$ cat src/rtl/dot_matrix_scanner_if.sv
// Control/pixel bundle between game logic and the dot matrix scanner.
// master drives control and glyph writes, slave drives the matrix pins.
interface dot_matrix_scanner_if #(
    parameter int ROWS       = 8,
    parameter int COLS       = 8,
    parameter int NUM_GLYPHS = 4
);
    localparam int GW = $clog2(NUM_GLYPHS);
    localparam int RW = $clog2(ROWS);

    logic            scan_en;
    logic [GW-1:0]   glyph_sel;
    logic            glyph_load;
    logic            blink_en;
    logic            wr_en;
    logic [GW-1:0]   wr_glyph;
    logic [RW-1:0]   wr_row;
    logic [COLS-1:0] wr_data;
    logic [ROWS-1:0] dot_row;
    logic [COLS-1:0] dot_col;
    logic            frame_done;
    logic [GW-1:0]   active_glyph;

    modport master (
        output scan_en, glyph_sel, glyph_load, blink_en,
        output wr_en, wr_glyph, wr_row, wr_data,
        input  dot_row, dot_col, frame_done, active_glyph
    );

    modport slave (
        input  scan_en, glyph_sel, glyph_load, blink_en,
        input  wr_en, wr_glyph, wr_row, wr_data,
        output dot_row, dot_col, frame_done, active_glyph
    );
endinterface

$ cat src/rtl/dot_matrix_scanner.sv
// Row-scanning LED matrix driver with writable glyph RAM, frame-aligned
// glyph switching and optional frame-counted blink.
module dot_matrix_scanner #(
    parameter int ROWS         = 8,
    parameter int COLS         = 8,
    parameter int NUM_GLYPHS   = 4,
    parameter int BLINK_FRAMES = 32
) (
    input logic                 clk_div,
    input logic                 rst,
    dot_matrix_scanner_if.slave bus
);
    localparam int GW = $clog2(NUM_GLYPHS);
    localparam int RW = $clog2(ROWS);
    localparam int FW = 8;
    localparam logic [RW-1:0] LAST_ROW   = RW'(ROWS - 1);
    localparam logic [FW-1:0] LAST_FRAME = FW'(BLINK_FRAMES - 1);

    logic [COLS-1:0] ram_q [NUM_GLYPHS][ROWS];

    logic [ROWS-1:0] dot_row_q, dot_row_d;
    logic [COLS-1:0] dot_col_q, dot_col_d;
    logic            frame_done_q, frame_done_d;
    logic [GW-1:0]   active_q, active_d;
    logic [GW-1:0]   pending_q, pending_d;
    logic [RW-1:0]   row_q, row_d;
    logic [FW-1:0]   fcnt_q, fcnt_d;
    logic            hidden_q, hidden_d;

    logic load_ok;
    logic wr_ok;
    logic last_row;

    assign load_ok = bus.glyph_load &&
                     ({1'b0, bus.glyph_sel} < (GW+1)'(NUM_GLYPHS));
    assign wr_ok   = bus.wr_en &&
                     ({1'b0, bus.wr_glyph} < (GW+1)'(NUM_GLYPHS)) &&
                     ({1'b0, bus.wr_row} < (RW+1)'(ROWS));
    assign last_row = (row_q == LAST_ROW);

    always_comb begin
        dot_row_d    = dot_row_q;
        dot_col_d    = dot_col_q;
        frame_done_d = 1'b0;
        active_d     = active_q;
        pending_d    = pending_q;
        row_d        = row_q;
        fcnt_d       = fcnt_q;
        hidden_d     = hidden_q;

        if (load_ok) begin
            pending_d = bus.glyph_sel;
        end

        if (bus.scan_en) begin
            // Row r maps to bit ROWS-1-r, driven low.
            dot_row_d = ~(ROWS'(1) << (LAST_ROW - row_q));
            dot_col_d = (bus.blink_en && hidden_q) ? '0
                                                   : ram_q[active_q][row_q];
            row_d     = last_row ? '0 : row_q + RW'(1);
            if (last_row) begin
                frame_done_d = 1'b1;
                // A load in the boundary cycle bypasses pending.
                active_d     = load_ok ? bus.glyph_sel : pending_q;
                if (fcnt_q == LAST_FRAME) begin
                    fcnt_d   = '0;
                    hidden_d = ~hidden_q;
                end else begin
                    fcnt_d   = fcnt_q + FW'(1);
                end
            end
        end
    end

    always_ff @(posedge clk_div) begin
        if (rst) begin
            dot_row_q    <= '1;
            dot_col_q    <= '0;
            frame_done_q <= 1'b0;
            active_q     <= '0;
            pending_q    <= '0;
            row_q        <= '0;
            fcnt_q       <= '0;
            hidden_q     <= 1'b0;
        end else begin
            dot_row_q    <= dot_row_d;
            dot_col_q    <= dot_col_d;
            frame_done_q <= frame_done_d;
            active_q     <= active_d;
            pending_q    <= pending_d;
            row_q        <= row_d;
            fcnt_q       <= fcnt_d;
            hidden_q     <= hidden_d;
        end
    end

    always_ff @(posedge clk_div) begin
        if (rst) begin
            for (int g = 0; g < NUM_GLYPHS; g++) begin
                for (int r = 0; r < ROWS; r++) begin
                    ram_q[g][r] <= '0;
                end
            end
        end else if (wr_ok) begin
            ram_q[bus.wr_glyph][bus.wr_row] <= bus.wr_data;
        end
    end

    assign bus.dot_row      = dot_row_q;
    assign bus.dot_col      = dot_col_q;
    assign bus.frame_done   = frame_done_q;
    assign bus.active_glyph = active_q;
endmodule
$ cat src/flat_wrapper.sv
// flat-port wrapper written by rule: the top's interface ports become plain ports
module dot_matrix_scanner_flat 
#(
    parameter int ROWS         = 8,
    parameter int COLS         = 8,
    parameter int NUM_GLYPHS   = 4,
    parameter int BLINK_FRAMES = 32
)
  (clk_div, rst, bus_scan_en, bus_glyph_sel, bus_glyph_load, bus_blink_en, bus_wr_en, bus_wr_glyph, bus_wr_row, bus_wr_data, bus_dot_row, bus_dot_col, bus_frame_done, bus_active_glyph);
  dot_matrix_scanner_if #(.ROWS(ROWS), .COLS(COLS), .NUM_GLYPHS(NUM_GLYPHS)) bus_i ();
  input logic clk_div;
  input logic rst;
  input wire logic [$bits(bus_i.scan_en)-1:0] bus_scan_en;
  input wire logic [$bits(bus_i.glyph_sel)-1:0] bus_glyph_sel;
  input wire logic [$bits(bus_i.glyph_load)-1:0] bus_glyph_load;
  input wire logic [$bits(bus_i.blink_en)-1:0] bus_blink_en;
  input wire logic [$bits(bus_i.wr_en)-1:0] bus_wr_en;
  input wire logic [$bits(bus_i.wr_glyph)-1:0] bus_wr_glyph;
  input wire logic [$bits(bus_i.wr_row)-1:0] bus_wr_row;
  input wire logic [$bits(bus_i.wr_data)-1:0] bus_wr_data;
  output wire logic [$bits(bus_i.dot_row)-1:0] bus_dot_row;
  output wire logic [$bits(bus_i.dot_col)-1:0] bus_dot_col;
  output wire logic [$bits(bus_i.frame_done)-1:0] bus_frame_done;
  output wire logic [$bits(bus_i.active_glyph)-1:0] bus_active_glyph;
  assign bus_i.scan_en = bus_scan_en;
  assign bus_i.glyph_sel = bus_glyph_sel;
  assign bus_i.glyph_load = bus_glyph_load;
  assign bus_i.blink_en = bus_blink_en;
  assign bus_i.wr_en = bus_wr_en;
  assign bus_i.wr_glyph = bus_wr_glyph;
  assign bus_i.wr_row = bus_wr_row;
  assign bus_i.wr_data = bus_wr_data;
  assign bus_dot_row = bus_i.dot_row;
  assign bus_dot_col = bus_i.dot_col;
  assign bus_frame_done = bus_i.frame_done;
  assign bus_active_glyph = bus_i.active_glyph;
  dot_matrix_scanner #(.ROWS(ROWS), .COLS(COLS), .NUM_GLYPHS(NUM_GLYPHS), .BLINK_FRAMES(BLINK_FRAMES)) u_core (.clk_div(clk_div), .rst(rst), .bus(bus_i));
endmodule
$ cat config.mk
export PLATFORM = sky130hd
export DESIGN_NAME = dot_matrix_scanner_flat
export DESIGN_NICKNAME = d
export VERILOG_FILES = /design/src/rtl/dot_matrix_scanner_if.sv /design/src/rtl/dot_matrix_scanner.sv /design/src/flat_wrapper.sv
export SDC_FILE = /design/constraint.sdc
export NUM_CORES = 1
export LEC_CHECK = 0
export BUFFER_PORTS_ARGS = -buffer_cell sky130_fd_sc_hd__buf_2
export CAP_MARGIN = 20
export CORE_ASPECT_RATIO = 1.1
export CORE_MARGIN = 2
export CORE_UTILIZATION = 40
export CTS_CLUSTER_DIAMETER = 50
export DETAILED_ROUTE_END_ITERATION = 16
export GPL_ROUTABILITY_DRIVEN = 0
export SYNTH_ARGS = -nofsm -noshare
export SYNTH_HDL_FRONTEND = slang
export SYNTH_SLANG_ARGS = --single-unit
export TNS_END_PERCENT = 20
$ cat constraint.sdc
create_clock -name clk_div -period 2.9 [get_ports clk_div]
set_clock_uncertainty 0.1 [all_clocks]
set_input_delay 0.725 -clock clk_div [delete_from_list [all_inputs] [get_ports clk_div]]
set_output_delay 0.725 -clock clk_div [all_outputs]
set_load 0.02 [all_outputs]
==> results of run 1 <==
[power by group through the flow]
stage	logic [mW]	clock network [mW]	registers, mW
2_1_floorplan	0.311	0	4.91
3_3_place_gp	0.577	0	4.93
3_5_place_dp	0.585	0	4.94
4_1_cts	0.587	4.41	4.85
5_1_grt	0.632	4.57	4.87
6_report	0.583	4.36	4.85
[per-layer routing]
metal  routed length, um  vias to the layer above
met1               14000                     4083
met3                1690                       60
met5                   0                        -
li1                    -                     3788
met2               16700                      213
met4                 899                        0
[state kept, by name (all words and copies together), names as in the netlist, named ones only]
signal and count:
u_core.pending_q 2, u_core.bus.dot_row 8, u_core.hidden_q 1, u_core.bus.dot_col 8, u_core.bus.frame_done 1, u_core.bus.active_glyph 2
u_core.row_q 3, u_core.ram_q 256, u_core.fcnt_q 8
[critical path, stage by stage, from the launching register on]
cell and delay [ns]:
dfxtp_4 0.51, buf_4 0.21, mux4_2 0.50, mux2_2 0.32, a2111oi_0 0.77, a221oi_1 0.10
[stage by stage]
stage	total power [mW]	hold WS [ns]	worst slack (ns)	utilization [%]
floorplan	5.22	0.354	0.284	-
global placement	5.51	0.356	0.325	43.4
detailed placement	5.52	0.361	0.274	43.4
CTS	9.85	0.367	0.256	46.9
global route	10.1	0.388	0.114	46.9
finish	9.80	0.371	0.214	46.9
[final timing paths]
kind / slack, ns / cells after the start / to / from
setup / recovery: 0.21 / 5 / u_core.bus.dot_col[0] / register
hold reg to reg: 0.37 / 2 / u_core.bus.dot_row[5] / u_core.bus.dot_row[5]
hold / removal: 0.37 / 2 / u_core.bus.dot_row[5] / u_core.bus.dot_row[5]
setup reg to reg: 0.21 / 5 / u_core.bus.dot_col[0] / register
[cell families (layout without fill, tap and decap cells)]
| group | count (synthesis) | count (layout) | synth area share (%) |
|---|---|---|---|
| AOI/OAI and AO/OA | 112 | 112 | 5.44 |
| and+or+nand+nor | 390 | 390 | 16.7 |
| adders and majority gates | 7 | 7 | 0.658 |
| buffers and inverters | 70 | 178 | 2.42 |
| DFF | 291 | 291 | 63.0 |
| muxes | 107 | 107 | 11.3 |
| other | 0 | 1 | 0 |
| xor gates and xnor gates | 7 | 7 | 0.460 |
[placed cells by master (no fill, tap or decap), types with 6 or more instances in the layout]
master / synthesis / layout
nand2_1: 34 / 34
clkinv_1: 2 / 10
o211ai_1: 8 / 8
nand3_1: 10 / 10
a211oi_1: 11 / 11
buf_4: 4 / 70
mux2i_1: 67 / 67
o21ai_0: 49 / 49
o22ai_1: 16 / 16
mux4_2: 26 / 26
edfxtp_1: 256 / 256
dfxtp_1: 35 / 33
clkbuf_16: 0 / 38
buf_2: 10 / 39
nor2_1: 57 / 57
ha_1: 7 / 7
a221oi_1: 16 / 16
mux4_1: 6 / 6
and2_1: 257 / 257
or3b_2: 9 / 9
mux2_2: 8 / 8
[layout make-up]
| class | instances | area (um2) | share of cell area, % |
|---|---|---|---|
| sequential | 291 | 8400 | 54.2 |
| multi-input combinational | 623 | 4610 | 29.8 |
| clock buffer | 43 | 970 | 6.26 |
| timing repair buffer | 111 | 761 | 4.91 |
| tap | 432 | 541 | 3.49 |
| clock inverter | 19 | 186 | 1.20 |
| inverter | 5 | 18.8 | 0.121 |
| antenna | 1 | 2.50 | 0.0162 |
==> impl_metrics.tcl, run 1 <==
set metrics [dict create \
    start_util_pct 40.3 \
    clk_pin_slew_worst_paths_ns 0.06 \
    cts_hold_buf 0 \
    postSynth.asyncResetShare_pct 0 \
    comb_power_share_pct 6.0 \
    grt_max_degree 49 \
    maxCapViolCount 0 \
    synth_top_cell_by_area "edfxtp_1" \
    dieArea_um2 34800 \
    finalCriticalPeriod_ns 2.69 \
    syn-num-nets 1012 \
    syn_area_um2 13300 \
    dp_hpwl_um 22000 \
    path_class "reg -> reg" \
    core-area_um2 33000 \
    io_buffers 39 \
    htreeDepth 2 \
    grt_pass1_wl_um 50400 \
    place_area_um2 14300 \
    met1_usage_pct 25.7 \
    layout-drive-gt1-share_pct 19.0 \
    syn_to_final_growth_pct 16.2 \
    detail-route-antenna-nets 0 \
    finalNonFillerCells 1525 \
    synth_most_common_cell "and2_1" \
    grt_pass1_vias 8368 \
    synth_area_leaders "edfxtp_1, and2_1, dfxtp_1" \
    min_path_type "reg -> reg" \
    root_buffer "clkbuf_16" \
    io-pin-count 40 \
    yosysSeqAreaShare_pct 63.0 \
    report.final.hold_viol_count 0 \
    syn_inst 984 \
    arrival_ns 2.92 \
    status "complete, no violations" \
    worst_slew_pin_slew_ns 0.816 \
    overflow 0 \
    placed_cells 1462 \
    setup_violations 0 \
    cp.required_ns 3.13 \
    tns_ns 0 \
    period_share_pct 92.6 \
    internal_power_mw 7.62 \
    die_h_um 195 \
    viasPerCell 5.34 \
    clock_latency_ns 0.52 \
    cellPowerDensity_nw_per_um2 633 \
    seqPwrFrac_pct 49.5 \
    wl_per_cell_um 21.8 \
    numCtsBuffers 36 \
    dr.pass1.iters 5 \
    busiest_layer "met2" \
    post_cts_buffers 0 \
    vias 8144 \
    clockPowerShare_pct 44.5 \
    cp-start-kind "register" \
    grt_usage_pct 19.6 \
    antenna_found_initial 1 \
    slew_viol_final 0 \
    final_net_count 1096 \
    drt_iter0_markers 626 \
    use_met2_pct 33.7 \
    drcViolationCount 0 \
    peakVddDrop_v 0.000396 \
    avgSynthCellArea_um2 13.5 \
    grt_util_met3_pct 2.76 \
    p_sw_mw 2.17 \
    ys_warn_count 0 \
    max_clock_freq_mhz 372 \
    wl_um 33300 \
    synth_top_area_share_pct 57.7 \
    slew_headroom_pct 44.2 \
    synthFlopType "edfxtp_1" \
    die_w_um 178 \
    n_fill_cell 2911 \
    num_rows 70 \
    leakagePower_nw 5.31 \
    grt_setup_unrepaired "false" \
    clk_path_buf_depth 3 \
    end_kind "register" \
    path_max_fanout 13 \
    yosys.cell_types.count 44 \
    ys_seq_elements 291 \
    cts_tree "yes" \
    fin_area_um2 15500 \
    cts.sinks 291 \
    synth-edff-count 256 \
    ctsResizeCount 0 \
    netSwitchingFraction_pct 22.2 \
    yosys-top-cells-count "and2_1, edfxtp_1, mux2i_1" \
]
(Power assumes the default switching activity.)
==> run 2: changes to the inputs <==
==> constraint.sdc (replaced) <==
create_clock -name clk_div -period 3.1 [get_ports clk_div]
set_clock_uncertainty 0.1 [all_clocks]
set_input_delay 0.465 -clock clk_div [delete_from_list [all_inputs] [get_ports clk_div]]
set_output_delay 0.465 -clock clk_div [all_outputs]
set_load 0.02 [all_outputs]
==> run 2 against run 1 <==
Effect of this change: die area is the same; final cell count is 1.3% lower; combinational power fell by 8.7%; clock power fell by 6.7%; routed wire length grew 0.23%; global-route usage increased by 0.063 points; count of clock-buffer cells in the layout up 3; final area fell by 1.2%; flip-flop and latch count stayed put; via count down 0.26%; setup slack improved by 0.28 ns.
==> impl_metrics.tcl, run 2 (synthesized netlist as in run 1, its figures left out) <==
set metrics [dict create \
    grt_setup_unrepaired "false" \
    grt_max_degree 48 \
    setup_violations 0 \
    ctsResizeCount 0 \
    dieArea_um2 34800 \
    grt_pass1_vias 8312 \
    clock_latency_ns 0.52 \
    cp.required_ns 3.35 \
    final_net_count 1076 \
    clk_path_buf_depth 3 \
    die_w_um 178 \
    r2r_slack_ns 0.49 \
    drt_iter0_markers 643 \
    post_cts_buffers 0 \
    total_power_mw 9.14 \
    crit_end "u_core.bus.dot_col[6]" \
    cts.sinks 291 \
    r2r_end "u_core.bus.dot_col[6]" \
    grt_usage_pct 19.7 \
    io-pin-count 40 \
    start_util_pct 40.3 \
    tns_ns 0 \
    viasPerCell 5.40 \
    report.final.hold_viol_count 0 \
    path_class "reg -> reg" \
    antenna_cells 0 \
    cts_hold_buf 0 \
    rr_worst_depth 4 \
    numCtsBuffers 35 \
    die_h_um 195 \
    final_common_cell "and2_1" \
    place_area_um2 14100 \
    dp_hpwl_um 21500 \
    finalCriticalPeriod_ns 2.61 \
    final_core_util_pct 46.3 \
    mostFrequentLayoutCells "and2_1, edfxtp_1, mux2i_1" \
    antenna_found_initial 0 \
    dr.pass1.iters 5 \
    arrival_ns 2.85 \
    detail-route-antenna-nets 0 \
    worst_slew_pin_slew_ns 1.07 \
    wl_um 33400 \
    end_kind "register" \
    finalNonFillerCells 1505 \
    io_buffers 39 \
    grt_pass1_wl_um 50500 \
    num_rows 70 \
    cp-start-kind "register" \
    vias 8123 \
    htreeDepth 2 \
    cellPowerDensity_nw_per_um2 598 \
    max_clock_freq_mhz 384 \
    core-area_um2 33000 \
    min_path_type "in -> reg" \
    status "complete, no violations" \
    regMostFlops "u_core.ram_q" \
    period_share_pct 84.0 \
    largest_register_ffs 256 \
    cts_tree "yes" \
    layout-drive-gt1-share_pct 17.4 \
    leakagePower_nw 5.19 \
    peakVddDrop_v 0.000337 \
    root_buffer "clkbuf_16" \
    maxCapViolCount 0 \
    slew_viol_final 0 \
    placed_cells 1437 \
    wl_per_cell_um 22.2 \
    drcViolationCount 0 \
    slew_headroom_pct 27.9 \
    syn_to_final_growth_pct 14.8 \
    path_max_fanout 22 \
    fin_area_um2 15300 \
    overflow 0 \
    n_fill_cell 2884 \
    clk_pin_slew_worst_paths_ns 0.06 \
]
[run 2: report_power, final]
part / switching, mW / internal [mW] / leakage (nW) / total (mW)
Sequential: 0.0788 / 4.46 / 2.72 / 4.53
Clock: 1.59 / 2.48 / 0.546 / 4.07
Combinational: 0.353 / 0.179 / 1.92 / 0.532
[run 2: final cells by class]
class                           instances  area, um2  area share, %
Clock buffer                           46        938           6.14
Clock inverter                         16        203           1.33
Inverter                                5       18.8          0.123
Multi-Input combinational cell        623       4610           30.1
Sequential cell                       291       8400           54.9
Tap cell                              432        541           3.54
Timing Repair Buffer                   92        588           3.85
[run 2: per-layer routing]
metal | GRT usage, % | vias up | wire length (um)
met1 | 25.9 | 4068 | 14100
met5 | 0 | - | 0
met4 | 6.68 | 0 | 935
li1 | - | 3735 | -
met2 | 33.3 | 258 | 16500
met3 | 2.73 | 62 | 1840
[run 2: worst max-delay path, cell delays in order, from the launching register on]
cell       delay [ns]
dfxtp_4          0.63
mux4_2           0.59
mux2_2           0.32
a2111oi_0        0.66
a221oi_1         0.11
[run 2: worst min path at each step]
stage	from	endpoint	slack (ns)	cells after the start
6_report	bus_glyph_sel[1]	u_core.pending_q[1]	0.13	3
5_1_grt	bus_glyph_sel[1]	u_core.pending_q[1]	0.15	3
4_1_cts	bus_glyph_sel[1]	u_core.pending_q[1]	0.11	3
3_5_place_dp	u_core.bus.dot_row[6]	u_core.bus.dot_row[6]	0.36	2
3_3_place_gp	u_core.bus.dot_row[3]	u_core.bus.dot_row[3]	0.35	2
2_1_floorplan	u_core.fcnt_q[1]	u_core.fcnt_q[1]	0.35	2
[run 2: per-stage QoR]
stage	hold slack, ns	setup WS, ns
2_1_floorplan	0.354	0.744
3_3_place_gp	0.351	0.473
3_5_place_dp	0.361	0.419
4_1_cts	0.110	0.432
5_1_grt	0.146	0.429
6_report	0.129	0.495
